===== src/rtl/ysyx_23060061_mem_arbiter.sv =====
// rtl/ysyx_23060061_mem_arbiter.sv - two-master round-robin arbiter for a single memory port
module ysyx_23060061_mem_arbiter #(
    parameter int AW = 32,
    parameter int DW = 32
) (
    input  logic            clk,
    input  logic            rst,

    input  logic            m0_req_valid,
    output logic            m0_req_ready,
    input  logic [AW-1:0]   m0_addr,
    input  logic            m0_wen,
    input  logic [DW-1:0]   m0_wdata,
    input  logic [DW/8-1:0] m0_wmask,
    output logic            m0_resp_valid,
    input  logic            m0_resp_ready,
    output logic [DW-1:0]   m0_rdata,

    input  logic            m1_req_valid,
    output logic            m1_req_ready,
    input  logic [AW-1:0]   m1_addr,
    input  logic            m1_wen,
    input  logic [DW-1:0]   m1_wdata,
    input  logic [DW/8-1:0] m1_wmask,
    output logic            m1_resp_valid,
    input  logic            m1_resp_ready,
    output logic [DW-1:0]   m1_rdata,

    output logic            s_req_valid,
    input  logic            s_req_ready,
    output logic [AW-1:0]   s_addr,
    output logic            s_wen,
    output logic [DW-1:0]   s_wdata,
    output logic [DW/8-1:0] s_wmask,
    input  logic            s_resp_valid,
    output logic            s_resp_ready,
    input  logic [DW-1:0]   s_rdata,

    output logic            grant,
    output logic            busy
);

    typedef enum logic [1:0] {IDLE, REQ, RESP} state_e;

    state_e          state_q, state_d;
    logic            last_q, last_d;
    logic            grant_q, grant_d;
    logic            busy_q, busy_d;
    logic            s_req_valid_q, s_req_valid_d;
    logic [AW-1:0]   s_addr_q, s_addr_d;
    logic            s_wen_q, s_wen_d;
    logic [DW-1:0]   s_wdata_q, s_wdata_d;
    logic [DW/8-1:0] s_wmask_q, s_wmask_d;

    logic any_req;
    logic win;
    logic is_idle;
    logic in_resp;
    logic own_resp_ready;

    // On a tie the master that did not own the last completed transaction wins.
    assign any_req        = m0_req_valid | m1_req_valid;
    assign win            = (m0_req_valid & m1_req_valid) ? ~last_q : m1_req_valid;
    assign is_idle        = (state_q == IDLE);
    assign in_resp        = (state_q == RESP);
    assign own_resp_ready = grant_q ? m1_resp_ready : m0_resp_ready;

    assign m0_req_ready  = is_idle & m0_req_valid & ~win;
    assign m1_req_ready  = is_idle & m1_req_valid & win;
    assign m0_resp_valid = in_resp & ~grant_q & s_resp_valid;
    assign m1_resp_valid = in_resp & grant_q & s_resp_valid;
    assign s_resp_ready  = in_resp & own_resp_ready;
    assign m0_rdata      = s_rdata;
    assign m1_rdata      = s_rdata;

    assign s_req_valid = s_req_valid_q;
    assign s_addr      = s_addr_q;
    assign s_wen       = s_wen_q;
    assign s_wdata     = s_wdata_q;
    assign s_wmask     = s_wmask_q;
    assign grant       = grant_q;
    assign busy        = busy_q;

    always_comb begin
        state_d       = state_q;
        last_d        = last_q;
        grant_d       = grant_q;
        busy_d        = busy_q;
        s_req_valid_d = s_req_valid_q;
        s_addr_d      = s_addr_q;
        s_wen_d       = s_wen_q;
        s_wdata_d     = s_wdata_q;
        s_wmask_d     = s_wmask_q;
        case (state_q)
            IDLE: begin
                if (any_req) begin
                    state_d       = REQ;
                    grant_d       = win;
                    busy_d        = 1'b1;
                    s_req_valid_d = 1'b1;
                    s_addr_d      = win ? m1_addr  : m0_addr;
                    s_wen_d       = win ? m1_wen   : m0_wen;
                    s_wdata_d     = win ? m1_wdata : m0_wdata;
                    s_wmask_d     = win ? m1_wmask : m0_wmask;
                end
            end
            REQ: begin
                if (s_req_ready) begin
                    state_d       = RESP;
                    s_req_valid_d = 1'b0;
                end
            end
            RESP: begin
                // Round-robin pointer moves only when the response is consumed.
                if (s_resp_valid && own_resp_ready) begin
                    state_d = IDLE;
                    last_d  = grant_q;
                    busy_d  = 1'b0;
                end
            end
            default: begin
                state_d       = IDLE;
                busy_d        = 1'b0;
                s_req_valid_d = 1'b0;
            end
        endcase
    end

    always_ff @(posedge clk or negedge rst) begin
        if (!rst) begin
            state_q       <= IDLE;
            last_q        <= 1'b1;
            grant_q       <= 1'b0;
            busy_q        <= 1'b0;
            s_req_valid_q <= 1'b0;
            s_addr_q      <= '0;
            s_wen_q       <= 1'b0;
            s_wdata_q     <= '0;
            s_wmask_q     <= '0;
        end else begin
            state_q       <= state_d;
            last_q        <= last_d;
            grant_q       <= grant_d;
            busy_q        <= busy_d;
            s_req_valid_q <= s_req_valid_d;
            s_addr_q      <= s_addr_d;
            s_wen_q       <= s_wen_d;
            s_wdata_q     <= s_wdata_d;
            s_wmask_q     <= s_wmask_d;
        end
    end

endmodule


===== config.mk =====
export PLATFORM = sky130hd
export DESIGN_NAME = ysyx_23060061_mem_arbiter
export DESIGN_NICKNAME = d
export VERILOG_FILES = /design/src/rtl/ysyx_23060061_mem_arbiter.sv
export SDC_FILE = /design/constraint.sdc
export NUM_CORES = 1
export LEC_CHECK = 0
export CORE_MARGIN = 5
export CORE_UTILIZATION = 35
export CTS_CLUSTER_DIAMETER = 30
export DETAILED_ROUTE_END_ITERATION = 10
export PLACE_DENSITY = 0.81
export REMOVE_ABC_BUFFERS = 1
export SYNTH_ARGS = -nofsm -noshare
export SYNTH_HDL_FRONTEND = slang
export SYNTH_SLANG_ARGS = --single-unit
export TNS_END_PERCENT = 20

===== constraint.sdc =====
create_clock -name clk -period 2.24 [get_ports clk]
set_input_delay 0.56 -clock clk [delete_from_list [all_inputs] [get_ports clk]]
set_output_delay 0.56 -clock clk [all_outputs]
set_load 0.01 [all_outputs]

==> tab_implementation.tex, run 1 <==
\begin{tabular}{lr}
\hline
Metric & Value \\
\hline
\multicolumn{2}{l}{\textbf{Outcome}} \\
Run status & finished, final reports clean \\
\multicolumn{2}{l}{\textbf{Timing}} \\
Setup repair after global routing missed its margin & no \\
Clk\_skew & 0.00356 ns \\
Number of hold violations in the final report & 0 \\
Highest clock frequency the design can meet & 459 MHz \\
Actual transition at the worst max-transition pin & 0.346 ns \\
Relative max-transition margin & 76.9\% \\
Final hold slack & 0.139 ns \\
Count of final max-slew check failures & 0 \\
Final count of negative-setup-slack endpoints & 0 \\
Post-layout min period & 2.18 ns \\
Tcrit/Tclk final & 97.2\% \\
\multicolumn{2}{l}{\textbf{Clock network}} \\
Bufs on Longest Clock Path & 2 \\
H-tree depth & 3 \\
Cts bufs inserted & 9 \\
Clock sink count & 75 \\
Clock root buffer & sky130\_fd\_sc\_hd\_\_clkbuf\_16 \\
Clock latency at the later pin of the worst-skew pair & 0.32 ns \\
Reg clk slew, reported paths & 0.06 ns \\
TritonCTS clock tree & built \\
Setup bufs post-CTS & 0 \\
\multicolumn{2}{l}{\textbf{Die}} \\
Initial core utilization & 35.5\% \\
Number of core rows & 41 \\
Die area & 0.0151 mm\^{}2 \\
Height of the die & 123 um \\
I/O pin count & 319 \\
Core area & 0.0126 mm\^{}2 \\
Horizontal die dimension & 123 um \\
\multicolumn{2}{l}{\textbf{Synth}} \\
EDFF count, synth & 0 \\
Mapped Area & 0.00446 mm\^{}2 \\
Most instantiated cells after synthesis & sky130\_fd\_sc\_hd\_\_dfrtp\_1, sky130\_fd\_sc\_hd\_\_mux2\_2, sky130\_fd\_sc\_hd\_\_mux2\_4, sky130\_fd\_sc\_hd\_\_buf\_4, sky130\_fd\_sc\_hd\_\_buf\_6 \\
Async S/R FF share, synth & 100\% \\
Synth Instances & 320 \\
Most common cell in the netlist & sky130\_fd\_sc\_hd\_\_dfrtp\_1 \\
Post-synth top area cell & sky130\_fd\_sc\_hd\_\_dfrtp\_1 \\
Dominant register cell in the synthesized netlist & sky130\_fd\_sc\_hd\_\_dfrtp\_1 \\
Share of the yosys chip area belonging to registers & 42.1\% \\
Largest cells by area after synthesis & sky130\_fd\_sc\_hd\_\_dfrtp\_1, sky130\_fd\_sc\_hd\_\_mux2\_4, sky130\_fd\_sc\_hd\_\_mux2\_2 \\
Syn Area/Cell & 13.9 um\^{}2 \\
Area fraction of the dominant cell type after synthesis & 41.5\% \\
Synth warn & 0 \\
Count of state elements after synthesis & 75 \\
Post-synth cell types & 27 \\
\multicolumn{2}{l}{\textbf{Drt}} \\
Count of routing violations after the opening detailed-route iteration & 70 \\
Vias after detailed routing & 3089 \\
Post-route DRC & 0 \\
Wire length per cell after detailed routing & 20.5 um \\
Count of nets left with antenna violations after detail routing & 0 \\
Wire length after detailed routing & 13.6 mm \\
DR pass1 iterations & 5 \\
Post-detailed-route via-to-cell ratio & 4.67 \\
\multicolumn{2}{l}{\textbf{Critical path}} \\
Slowest cell on the critical path & sky130\_fd\_sc\_hd\_\_clkdlybuf4s50\_1 \\
Delay of the slowest cell on the worst path & 0.53 ns \\
Required time of the worst setup path & 1.68 ns \\
Critical path's top delay family & buffers and inverters \\
Cell-by-cell trace of the critical path & dlygate4sd2\_1 -> and4\_1 -> clkdlybuf4s50\_1 \\
Nature of the critical path endpoint & output pin \\
Crit Path Max Fanout & 6 \\
CP startpoint kind & primary input \\
Data arrival time of the critical path & 1.62 ns \\
Worst setup path class & primary input to output pin \\
Number of buffers and inverters on the critical path & 2 \\
\multicolumn{2}{l}{\textbf{Placed design}} \\
Placed Cells incl. Taps & 645 \\
Final RePlAce weighted congestion & 0.787 \\
Number of buffer cells added on primary ports & 222 \\
Detailed-placement wirelength estimate & 11.1 mm \\
\multicolumn{2}{l}{\textbf{Pwr}} \\
Leak pwr & 2.93 nW \\
Total power consumption of the routed design & 7.86 mW \\
Ratio of total power to cell area & 1160 mW/mm\^{}2 \\
Peak supply drop & 0.000606 V \\
\multicolumn{2}{l}{\textbf{GRT}} \\
Pin count of the biggest net entering global routing & 40 \\
Total track usage & 17.3\% \\
Via count of the first global-routing pass & 3474 \\
Number of antenna violations at the first check in global routing & 0 \\
Global-route wire length before repair & 19.3 mm \\
Overflow left after global routing & 0 \\
\multicolumn{2}{l}{\textbf{Final layout}} \\
Number of nets at the end of the flow & 662 \\
Fillers & 1077 \\
Fraction of layout instances using a drive strength above 1 & 35.8\% \\
Diodes inserted & 0 \\
Post-route insts no fill & 661 \\
Layout Area Growth over Synthesis & 52.3\% \\
\multicolumn{2}{l}{\textbf{Job}} \\
Number of maximum-capacitance constraint violations & 0 \\
\multicolumn{2}{l}{\textbf{Worst hold path}} \\
Tightest Hold Check Type & primary input to asynchronous set/reset pin \\
\hline
\end{tabular}
per-layer routing:
layer,GRT usage [%],wire length [um],share of wire [%],vias to the layer above
met5,3.82,66,0.49,-
met1,19.9,5210,38,1479
met3,12.0,2220,16,18
met2,25.1,5860,43,202
li1,-,-,-,1388
met4,5.81,209,1.5,2
cells by family after synthesis:
group	after synthesis	share of synthesized area (%)
buffers and inverters	81	13.8
AND/OR/NAND/NOR	16	1.80
flip-flops	75	42.1
multiplexers	139	40.8
AO/OA/AOI/OAI	9	1.49
cell usage in the layout (no fill, tap or decap), types with 2 or more instances in the layout:
master	count
sky130_fd_sc_hd__mux2_2	70
sky130_fd_sc_hd__clkinv_2	2
sky130_fd_sc_hd__nand2_1	7
sky130_fd_sc_hd__mux2_4	68
sky130_fd_sc_hd__dfrtp_2	2
sky130_fd_sc_hd__dlymetal6s2s_1	2
sky130_fd_sc_hd__nor2_1	3
sky130_fd_sc_hd__clkbuf_16	9
sky130_fd_sc_hd__buf_4	7
sky130_fd_sc_hd__clkbuf_2	2
sky130_fd_sc_hd__buf_12	5
sky130_fd_sc_hd__bufinv_16	3
sky130_fd_sc_hd__dlygate4sd2_1	3
sky130_fd_sc_hd__clkdlybuf4s50_1	214
sky130_fd_sc_hd__dfrtp_1	72
sequential cells by signal, indices dropped and copies added, names as in the netlist:
signal       cells
s_wmask          4
last_q           1
s_addr          32
s_wen            1
busy             1
s_req_valid      1
grant            1
state_q          2
s_wdata         32
final cells by class:
class	instances	area, um^2	area share, %
inverter	1	3.75	0.0553
multi-input combinational	164	1990	29.3
clock inverter	5	100	1.47
timing repair buffer	233	2360	34.7
clock buffer	11	243	3.58
sequential	75	1880	27.7
tap	172	215	3.17
worst paths after layout:
check / from / end / slack [ns] / cells after the start
worst max-delay path: s_resp_valid / m1_resp_valid / 0.06 / 3
worst min-delay path: rst / s_wdata[1] / 0.14 / 1
worst max register to register: last_q / s_wdata[28] / 0.33 / 5
worst min register to register: s_req_valid / s_req_valid / 0.49 / 2
max in group asynchronous: rst / last_q / 1.48 / 2
min in group clk: s_req_valid / s_req_valid / 0.49 / 2
worst register-to-register path, stage by stage, from the launching register on:
cell	delay, ns
sky130_fd_sc_hd__dfstp_2	0.55
sky130_fd_sc_hd__a21bo_4	0.14
sky130_fd_sc_hd__buf_4	0.17
sky130_fd_sc_hd__buf_12	0.27
sky130_fd_sc_hd__mux2_2	0.42
sky130_fd_sc_hd__mux2_2	0.25
per-stage QoR:
step	setup TNS, ns	util, %	setup WS (ns)	cell area [um^2]
2_1_floorplan	-95.88	-	-1.59	3850
3_3_place_gp	-6.25	51.2	-0.357	6440
3_5_place_dp	-9.17	51.2	-0.401	6440
4_1_cts	-0.227	54.0	-0.130	6790
5_1_grt	0	54.0	0.0197	6790
6_report	0	54.0	0.0621	6790
power by group:
part | internal [mW] | total (mW) | switching (mW)
Combinational | 2.39 | 3.76 | 1.37
Clock | 1.11 | 1.64 | 0.525
Sequential | 2.06 | 2.46 | 0.399
Total | 5.56 | 7.86 | 2.29
repair_timing:
action                                  in CTS  in global routing
resized for setup                            8                  8
hold buffers                                 0                  0
endpoints found under the setup margin       5                  3
pin swaps                                    0                  0
Note: power is estimated with default switching activity, not from simulation.
==> inputs of run 2 (changes only) <==
- SETUP_SLACK_MARGIN: not set -> 0.5
- SKIP_CTS_REPAIR_TIMING: not set -> 1
==> run 2 against run 1 <==
Non-clock buffer count increased by 15. First-iteration DRC count decreased by 5.7%. Sequential power about the same. Utilization increased by 2.2 points. Sequential cell count unchanged. Critical endpoint is now m0_req_ready. Wire length increased by 7.6%. Setup slack improved by 0.23 ns.
==> tab_implementation.tex, run 2 (same netlist as run 1, synthesis figures left out) <==
\begin{tabular}{lr}
\hline
Metric & Value \\
\hline
\multicolumn{2}{l}{\textbf{Timing}} \\
Number of hold violations in the final report & 0 (unchanged) \\
Setup repair after global routing missed its margin & yes \\
Relative max-transition margin & 76.8\% (-0.089 points) \\
Actual transition at the worst max-transition pin & 0.348 ns (+0.00134 ns) \\
Post-layout min period & 1.95 ns (-0.229 ns) \\
Clk\_skew & 0.00421 ns (+0.000649 ns) \\
Worst-case setup margin in the final layout & 0.291 ns (+0.229 ns) \\
TNS Setup & 0 ns (unchanged) \\
Count of final max-slew check failures & 0 (unchanged) \\
Tcrit/Tclk final & 87.0\% (-10 points) \\
Highest clock frequency the design can meet & 513 MHz (+12\%) \\
Final count of negative-setup-slack endpoints & 0 (unchanged) \\
\multicolumn{2}{l}{\textbf{GRT}} \\
Number of antenna violations at the first check in global routing & 0 (unchanged) \\
Overflow left after global routing & 0 (unchanged) \\
Pin count of the biggest net entering global routing & 40 (unchanged) \\
Global-route wire length before repair & 19.2 mm (-0.25\%) \\
Via count of the first global-routing pass & 3462 (-0.35\%) \\
Total track usage & 17.3\% (-0.029 points) \\
\multicolumn{2}{l}{\textbf{Clock network}} \\
Clock latency at the later pin of the worst-skew pair & 0.32 ns (about the same) \\
Clock root buffer & sky130\_fd\_sc\_hd\_\_clkbuf\_16 \\
Cts bufs inserted & 9 (unchanged) \\
Clock sink count & 75 (unchanged) \\
H-tree depth & 3 (unchanged) \\
Reg clk slew, reported paths & 0.06 ns (about the same) \\
TritonCTS clock tree & built \\
Bufs on Longest Clock Path & 2 (unchanged) \\
\multicolumn{2}{l}{\textbf{Die}} \\
I/O pin count & 319 (unchanged) \\
Height of the die & 123 um (unchanged) \\
Initial core utilization & 35.5\% (unchanged) \\
Die area & 0.0151 mm\^{}2 (unchanged) \\
Horizontal die dimension & 123 um (unchanged) \\
Core area & 0.0126 mm\^{}2 (unchanged) \\
Number of core rows & 41 (unchanged) \\
\multicolumn{2}{l}{\textbf{Drt}} \\
Vias after detailed routing & 3188 (+3.2\%) \\
Count of nets left with antenna violations after detail routing & 0 (unchanged) \\
Length of routed met3 wiring & 2.22 mm (about the same) \\
Wire length per cell after detailed routing & 21.6 um (+5.3\%) \\
Uppermost signal routing layer after detailed routing & met5 \\
Post-detailed-route via-to-cell ratio & 4.72 (+0.91\%) \\
Met1 routed wirelength after detailed routing & 5.59 mm (+7.3\%) \\
Count of routing violations after the opening detailed-route iteration & 66 (-5.7\%) \\
DR pass1 iterations & 4 (-1) \\
Met2 wire length & 6.53 mm (+11\%) \\
Post-route DRC & 0 (unchanged) \\
Wire length after detailed routing & 14.6 mm (+7.6\%) \\
\multicolumn{2}{l}{\textbf{Critical path}} \\
Delay of the slowest cell on the worst path & 0.55 ns (+0.02 ns) \\
Crit path top cell by count & sky130\_fd\_sc\_hd\_\_buf\_6 \\
CP startpoint kind & flip-flop \\
Slowest cell on the critical path & sky130\_fd\_sc\_hd\_\_dfstp\_2 \\
Crit Path Max Fanout & 3 (-3) \\
Cell-by-cell trace of the critical path & a21bo\_4 -> buf\_6 -> and3\_4 -> buf\_6 \\
Nature of the critical path endpoint & output pin \\
Data arrival time of the critical path & 1.39 ns (-0.23 ns) \\
Worst setup path class & flip-flop to output pin \\
R2R setup slack & 0.41 ns (+0.08 ns) \\
Required time of the worst setup path & 1.68 ns (about the same) \\
\multicolumn{2}{l}{\textbf{Pwr}} \\
Ratio of total power to cell area & 1140 mW/mm\^{}2 (-1.8\%) \\
Leak pwr & 3.10 nW (+5.8\%) \\
Power share of the clock group & 20.4\% (-0.5 points) \\
Sw frac & 29.3\% (+0.091 points) \\
Total power consumption of the routed design & 8.04 mW (+2.3\%) \\
Share of power burned in registers & 30.5\% (-0.8 points) \\
Internal power & 5.68 mW (+2.2\%) \\
Switching power & 2.35 mW (+2.6\%) \\
Peak supply drop & 0.000607 V (about the same) \\
Logic gate share of total power & 49.1\% (+1.3 points) \\
\multicolumn{2}{l}{\textbf{Final layout}} \\
Layout Area Growth over Synthesis & 58.6\% \\
Most frequent standard cell in the layout excluding fill and tap cells & sky130\_fd\_sc\_hd\_\_clkdlybuf4s50\_1 \\
Highest-count cells in the layout ignoring fill and taps & sky130\_fd\_sc\_hd\_\_clkdlybuf4s50\_1, sky130\_fd\_sc\_hd\_\_dfrtp\_1, sky130\_fd\_sc\_hd\_\_mux2\_4, sky130\_fd\_sc\_hd\_\_mux2\_2, sky130\_fd\_sc\_hd\_\_clkbuf\_16 \\
Number of nets at the end of the flow & 677 (+2.3\%) \\
Final Core Density & 56.2\% (+2.2 points) \\
Diodes inserted & 0 (unchanged) \\
Fraction of layout instances using a drive strength above 1 & 39.1\% (+3.3 points) \\
\multicolumn{2}{l}{\textbf{Placed design}} \\
Final RePlAce weighted congestion & 0.787 (unchanged) \\
Pre-CTS worst setup slack & -0.401 ns (unchanged) \\
Detailed-placement wirelength estimate & 11.1 mm (unchanged) \\
Number of buffer cells added on primary ports & 222 (unchanged) \\
\multicolumn{2}{l}{\textbf{Job}} \\
Number of maximum-capacitance constraint violations & 0 (unchanged) \\
\multicolumn{2}{l}{\textbf{Worst hold path}} \\
Tightest Hold Check Type & primary input to asynchronous set/reset pin \\
\multicolumn{2}{l}{\textbf{Outcome}} \\
Run status & finished, final reports clean \\
\hline
\end{tabular}
==> run 2: cell count changes in the layout (fill, tap and decap cells not counted), moves of 2 or more <==
cell	before	now
sky130_fd_sc_hd__buf_4	7	12
sky130_fd_sc_hd__clkbuf_2	2	0
sky130_fd_sc_hd__dlygate4sd2_1	3	0
sky130_fd_sc_hd__buf_2	0	3
sky130_fd_sc_hd__buf_8	0	2
sky130_fd_sc_hd__clkdlybuf4s50_1	214	211
sky130_fd_sc_hd__buf_6	0	2
sky130_fd_sc_hd__clkbuf_16	9	14
sky130_fd_sc_hd__dlymetal6s2s_1	2	6
==> run 2: final cells by class <==
type,count,area (um^2)
Sequential cell,75,1880
Clock inverter,5,100
Tap cell,172,215
Clock buffer,11,243
Multi-Input combinational cell,164,2010
Fill cell,1048,5500
Timing Repair Buffer,248,2620
Inverter,1,3.75
==> run 2: power groups by stage <==
stage               Sequential [mW]  Clock (mW)  Combinational, mW
finish                         2.45        1.64               3.95
global route                   2.54        1.75               4.18
CTS                            2.45        1.69               3.84
detailed placement             2.47           0               3.82
global placement               2.42           0               3.75
floorplan                      2.73           0               1.45
==> run 2: critical path, delay by kind of cell, from the launching register on <==
kind / cells / cell delay (ns)
buffers and inverters: 2 / 0.20
flip-flops: 1 / 0.55
AND/OR/NAND/NOR: 1 / 0.17
AO/OA/AOI/OAI: 1 / 0.15
==> run 2: final timing paths <==
check,start,cells past startpoint,to
worst max-delay path,last_q,4,m0_req_ready
worst min-delay path,rst,1,s_wdata[1]
worst max register to register,last_q,6,s_addr[4]
worst min register to register,s_wdata[20],1,s_wdata[20]
max in group asynchronous,rst,2,last_q
min in group clk,s_wdata[20],1,s_wdata[20]
==> run 2: per-layer routing <==
metal / vias up / GRT usage (%)
met5: - / 3.82
met4: 2 / 5.81
met3: 16 / 12.0
met2: 204 / 25.0
met1: 1544 / 19.9
li1: 1422 / -
==> run 2: per-stage QoR <==
step                      hold slack [ns]  cell area (um^2)  std cells
after floorplan                     0.264              3850        240
after global placement              0.466              6440        645
after detailed placement            0.487              6440        645
after CTS                           0.136              6780        661
after global routing                0.163              7070        676
final                               0.139              7070        676
